**config.mk**
```make
export PLATFORM = sky130hd
export DESIGN_NAME = uart_debug_responder
export DESIGN_NICKNAME = d
export VERILOG_FILES = /design/src/rtl/uart_debug_responder.sv
export SDC_FILE = /design/constraint.sdc
export NUM_CORES = 1
export LEC_CHECK = 0
export ABC_AREA = 1
export CAP_MARGIN = 20
export CORE_ASPECT_RATIO = 1.1
export CORE_MARGIN = 2
export CORE_UTILIZATION = 56
export DETAILED_ROUTE_END_ITERATION = 8
export GPL_ROUTABILITY_DRIVEN = 0
export PLACE_DENSITY = 0.83
export SETUP_SLACK_MARGIN = 0.1
export SYNTH_ARGS = -nofsm -noshare
export SYNTH_HDL_FRONTEND = slang
export SYNTH_SLANG_ARGS = --single-unit
```
**constraint.sdc**
```tcl
create_clock -name clk_i -period 7 [get_ports clk_i]
set_input_delay 1.4 -clock clk_i [delete_from_list [all_inputs] [get_ports clk_i]]
set_output_delay 1.4 -clock clk_i [all_outputs]
set_load 0.1 [all_outputs]
```
**src/rtl/uart_debug_responder.sv**
```systemverilog
// Device-side responder for the UART debug preload protocol: decodes WRITE/READ/EXEC
// frames from the RX byte stream, drives a 32-bit memory request port, replies on TX.
module uart_debug_responder #(
   parameter int unsigned TimeoutCycles = 1000000,
   parameter logic [7:0]  AckByte       = 8'h06,
   parameter logic [7:0]  NakByte       = 8'h15
) (
   input  logic        clk_i,
   input  logic        rst_i,
   input  logic [7:0]  rx_data_i,
   input  logic        rx_valid_i,
   output logic        rx_ready_o,
   output logic [7:0]  tx_data_o,
   output logic        tx_valid_o,
   input  logic        tx_ready_i,
   output logic        req_o,
   input  logic        gnt_i,
   output logic [31:0] addr_o,
   output logic        we_o,
   output logic [31:0] wdata_o,
   output logic [3:0]  be_o,
   input  logic        rvalid_i,
   input  logic [31:0] rdata_i,
   input  logic        err_i,
   output logic        exec_valid_o,
   output logic [31:0] exec_addr_o,
   output logic        busy_o
);

   localparam int unsigned TW = (TimeoutCycles > 32'd1) ? $clog2(TimeoutCycles) : 1;
   localparam logic [TW-1:0] TLast = (TimeoutCycles > 32'd0) ? TW'(TimeoutCycles - 32'd1) : '0;

   localparam logic [1:0] OP_WRITE = 2'd1;
   localparam logic [1:0] OP_READ  = 2'd2;

   typedef enum logic [2:0] {
      S_IDLE   = 3'd0,
      S_ADDR   = 3'd1,
      S_DATA   = 3'd2,
      S_REQ    = 3'd3,
      S_WAIT_R = 3'd4,
      S_RESP   = 3'd5
   } state_t;

   state_t         r_state, w_state;
   logic [1:0]     r_op, w_op;
   logic [1:0]     r_cnt, w_cnt;
   logic [31:0]    r_addr, w_addr, w_addr_shift;
   logic [31:0]    r_wdata, w_wdata, w_wdata_shift;
   logic [31:0]    r_tx_buf, w_tx_buf;
   logic [TW-1:0]  r_timer, w_timer;
   logic           r_rx_ready, w_rx_ready;
   logic           r_exec_valid, w_exec_valid;
   logic [31:0]    r_exec_addr, w_exec_addr;
   logic           w_rx_fire;
   logic           w_timeout;

   assign w_rx_fire = rx_valid_i & r_rx_ready;
   assign w_timeout = (TimeoutCycles != 32'd0) && (r_timer == TLast);

   // State and datapath registers
   always_ff @(posedge clk_i) begin
      if (rst_i) begin
         r_state      <= S_IDLE;
         r_op         <= 2'd0;
         r_cnt        <= 2'd0;
         r_addr       <= 32'h0000_0000;
         r_wdata      <= 32'h0000_0000;
         r_tx_buf     <= 32'h0000_0000;
         r_timer      <= '0;
         r_rx_ready   <= 1'b0;
         r_exec_valid <= 1'b0;
         r_exec_addr  <= 32'h0000_0000;
      end else begin
         r_state      <= w_state;
         r_op         <= w_op;
         r_cnt        <= w_cnt;
         r_addr       <= w_addr;
         r_wdata      <= w_wdata;
         r_tx_buf     <= w_tx_buf;
         r_timer      <= w_timer;
         r_rx_ready   <= w_rx_ready;
         r_exec_valid <= w_exec_valid;
         r_exec_addr  <= w_exec_addr;
      end
   end

   // Next-state and datapath update
   always_comb begin
      w_state       = r_state;
      w_op          = r_op;
      w_cnt         = r_cnt;
      w_addr        = r_addr;
      w_wdata       = r_wdata;
      w_tx_buf      = r_tx_buf;
      w_timer       = r_timer;
      w_exec_valid  = 1'b0;
      w_exec_addr   = r_exec_addr;
      w_addr_shift  = r_addr;
      w_addr_shift[{r_cnt, 3'b000} +: 8]  = rx_data_i;
      w_wdata_shift = r_wdata;
      w_wdata_shift[{r_cnt, 3'b000} +: 8] = rx_data_i;

      case (r_state)
         S_IDLE: begin
            if (w_rx_fire) begin
               if ((rx_data_i == 8'h01) || (rx_data_i == 8'h02) || (rx_data_i == 8'h03)) begin
                  w_op    = rx_data_i[1:0];
                  w_cnt   = 2'd0;
                  w_timer = '0;
                  w_state = S_ADDR;
               end else begin
                  w_tx_buf = {24'h00_0000, NakByte};
                  w_cnt    = 2'd0;
                  w_state  = S_RESP;
               end
            end else begin
               w_state = S_IDLE;
            end
         end
         S_ADDR: begin
            if (w_rx_fire) begin
               w_addr  = w_addr_shift;
               w_cnt   = r_cnt + 2'd1;
               w_timer = '0;
               if (r_cnt == 2'd3) begin
                  if (w_addr_shift[1:0] != 2'b00) begin
                     w_tx_buf = {24'h00_0000, NakByte};
                     w_cnt    = 2'd0;
                     w_state  = S_RESP;
                  end else if (r_op == OP_WRITE) begin
                     w_state = S_DATA;
                  end else if (r_op == OP_READ) begin
                     w_state = S_REQ;
                  end else begin
                     w_exec_valid = 1'b1;
                     w_exec_addr  = w_addr_shift;
                     w_tx_buf     = {24'h00_0000, AckByte};
                     w_cnt        = 2'd0;
                     w_state      = S_RESP;
                  end
               end else begin
                  w_state = S_ADDR;
               end
            end else if (w_timeout) begin
               w_state = S_IDLE;
            end else begin
               w_timer = r_timer + TW'(1);
            end
         end
         S_DATA: begin
            if (w_rx_fire) begin
               w_wdata = w_wdata_shift;
               w_cnt   = r_cnt + 2'd1;
               w_timer = '0;
               if (r_cnt == 2'd3) begin
                  w_state = S_REQ;
               end else begin
                  w_state = S_DATA;
               end
            end else if (w_timeout) begin
               w_state = S_IDLE;
            end else begin
               w_timer = r_timer + TW'(1);
            end
         end
         S_REQ: begin
            if (gnt_i) begin
               w_state = S_WAIT_R;
            end else begin
               w_state = S_REQ;
            end
         end
         S_WAIT_R: begin
            if (rvalid_i) begin
               w_state = S_RESP;
               if (err_i) begin
                  w_tx_buf = {24'h00_0000, NakByte};
                  w_cnt    = 2'd0;
               end else if (r_op == OP_WRITE) begin
                  w_tx_buf = {24'h00_0000, AckByte};
                  w_cnt    = 2'd0;
               end else begin
                  w_tx_buf = rdata_i;
                  w_cnt    = 2'd3;
               end
            end else begin
               w_state = S_WAIT_R;
            end
         end
         S_RESP: begin
            // r_cnt holds the number of bytes still to send after the current one
            if (tx_ready_i) begin
               if (r_cnt == 2'd0) begin
                  w_state = S_IDLE;
               end else begin
                  w_tx_buf = {8'h00, r_tx_buf[31:8]};
                  w_cnt    = r_cnt - 2'd1;
               end
            end else begin
               w_state = S_RESP;
            end
         end
         default: begin
            w_state = S_IDLE;
         end
      endcase

      w_rx_ready = (w_state == S_IDLE) || (w_state == S_ADDR) || (w_state == S_DATA);
   end

   assign rx_ready_o   = r_rx_ready;
   assign tx_valid_o   = (r_state == S_RESP);
   assign tx_data_o    = r_tx_buf[7:0];
   assign req_o        = (r_state == S_REQ);
   assign we_o         = (r_state == S_REQ) && (r_op == OP_WRITE);
   assign addr_o       = {r_addr[31:2], 2'b00};
   assign wdata_o      = r_wdata;
   assign be_o         = 4'hF;
   assign exec_valid_o = r_exec_valid;
   assign exec_addr_o  = r_exec_addr;
   assign busy_o       = (r_state != S_IDLE);

endmodule

```
==> metrics <==
status complete, no violations; synth warn 0; placed cell area 0.00901 mm²; hold_ws 447 ps; Detailed Routing Iterations Pass 1 5; P&R area growth vs syn 24.1%; Mapped Avg Cell Area 6.85 µm²; number of flops mapped to enable cells by yosys 0; Synth Flop Type dfxtp_1; Leakage 3.69 nW; final setup fails 0; drt initial violations 465; hold buffer count at CTS 0; Worst VDD drop 0.163 mV; synth unique cells 42; postcts setup bufs 0; minimum period implied by the final worst setup slack 4320 ps; final worst slack 2680 ps; TritonCTS Buffers 17; DR top layer met4; Worst Path Arrival 2920 ps; post-DR wirelength/cell 14.3 µm; Synth top area share 40.5%; port bufs 154; FMAX 232 MHz; placeable core area 0.0137 mm²; die area 0.0148 mm²; HPWL Detailed 13,800 µm; Clock Pin Slew Worst Setup and Hold Paths 60 ps; largest net degree at the start of global routing 77; Met1 Wirelength 8680 µm; CTS tree yes; finished layout cell area 0.00963 mm²; sequence of cells on the critical path inv_2, nand2_1, nor2_1, clkdlybuf4s50_1; CP peak stage delay 1280 ps; Final period util 61.7%; crit start category flip-flop; most common cell in the netlist nand2_1; crit path kind flip-flop to primary output; Clock Sink Count 157; # nets final 1,272; pre-CTS setup slack 3020 ps; mapped cell area 0.00776 mm²; vias in the first global route 6,791; initial antenna violation count 0; die height 127 µm; CP Capture Type primary output; CTS root buffer clkbuf_16; top cells by count, synth nand2_1 (197), dfxtp_1 (157), nor2_1 (151), inv_1 (121), a21oi_1 (104); post-synthesis cell count 1,133; Crit-path slowest cell clkdlybuf4s50_1; flops & latches, synth 157; Clk Latency, worst-skew pair 430 ps; cts repair resizes 0; unrepaired setup endpoints after global routing no; Slew @ Worst Pin 1040 ps; vias 7,497; max_slew headroom 30.6%; max-slew violation count 0; All-Layer GR Usage 27.6%; setup_tns 0 ps; vias per inst 5.29; met2 WL 9590 µm; Max Cap Violations 0; Starting Density 56.7%; layout cells sized above 1 6.18%; antenna cells 0; met3 WL post-DR 1470 µm; asr flop ratio synth 0%; site row count 45; H-tree levels 4; cell taking the most area after synthesis dfxtp_1; top post-synthesis cells by area dfxtp_1 (40%), nand2_1 (9.5%), nor2_1 (7.3%); Seq/Total Area, Yosys 40.5%; total gr overflow 0; Hold Fails Final Rpt 0; first-pass GRT wire length 32,700 µm; I/O Pins 161; Worst Clk Skew 7.87 ps; Worst EP required 5600 ps; HP Class flip-flop to flip-flop; Core Util, Final 70.4%; drt total wl 20,200 µm; # DRC 0; DRT antenna net count 0; crit-path max FO 13; power per cell area 261 mW/mm²; chip width 116 µm; Longest Clk Path Bufs 2
## state kept, by name (all words and copies together), names as in the netlist
register	count
r_op	2
r_state	3
r_timer	20
r_tx_buf	32
exec_valid_o	1
rx_ready_o	1
wdata_o	32
r_addr	32
r_cnt	2
exec_addr_o	32
## cell type report
cell class              instances  area, µm²
fillers                      1126       4050
multi-input cells             748       3560
flip-flops and latches        157       3140
repair buffers                160       1580
inverters                     133        499
clock buffers                  19        453
well taps                     188        235
clock inverters                13        165
## metrics by stage
step                instances  total power [mW]
floorplan                1137              1.47
global placement         1386              1.56
detailed placement       1386              1.56
CTS                      1418              2.52
global route             1418              2.63
finish                   1418              2.52
## worst paths after layout
path              cells past startpoint  slack [ps]             from         endpoint
setup / recovery                      4        2680       r_state[1]       tx_valid_o
setup reg to reg                     11        3390         r_cnt[0]     r_tx_buf[27]
hold reg to reg                       2         450  exec_addr_o[26]  exec_addr_o[26]
hold / removal                        2         450  exec_addr_o[26]  exec_addr_o[26]
## cell usage in the layout, fill, tap and decap left out, drive strengths merged
master / Yosys / routed
a211oi: 9 / 9
a21o: 2 / 2
a21oi: 106 / 106
a22o: 8 / 8
a311oi: 8 / 8
a31o: 1 / 1
a31oi: 4 / 4
buf: 62 / 7
bufinv: 0 / 3
clkbuf: 37 / 19
clkdlybuf4s50: 0 / 153
clkinv: 2 / 7
clkinvlp: 0 / 4
conb: 2 / 6
dfxtp: 157 / 157
ha: 8 / 8
inv: 131 / 132
mux2: 1 / 1
nand2: 202 / 202
nand3: 63 / 63
nand4: 11 / 11
nor2: 159 / 159
nor3: 13 / 13
nor4: 2 / 2
o211ai: 1 / 1
o21a: 1 / 1
o21ai: 127 / 127
o21bai: 1 / 1
o22ai: 2 / 2
or2: 12 / 12
xor2: 1 / 1
## kinds of logic after synthesis
logic type	after synthesis	share of synthesized area [%]
muxes	1	0.145
DFF	157	40.5
adders and majority gates	8	1.29
other	2	0.0968
xor gates and xnor gates	1	0.113
buffers and inverters	232	13.9
AOI/OAI and AO/OA	270	18.9
and+or+nand+nor	462	25.1
## power breakdown
part           switching, mW  internal (mW)
logic                  0.419          0.153
clock network          0.383          0.581
registers             0.0313          0.952
total                  0.833           1.69
## worst max-delay path: cells and delay by family, from the launching register on
kind	cells	cell delay, ps
DFF	1	390
and+or+nand+nor	2	710
buffers and inverters	2	1380
## layer usage
layer  up-vias  GRT usage (%)
li1       3800              -
met1      3398           34.6
met2       253           44.7
met3        46           7.69
met4         0           10.8
met5         -              0
No activity file was read; power rests on OpenSTA's default activity.
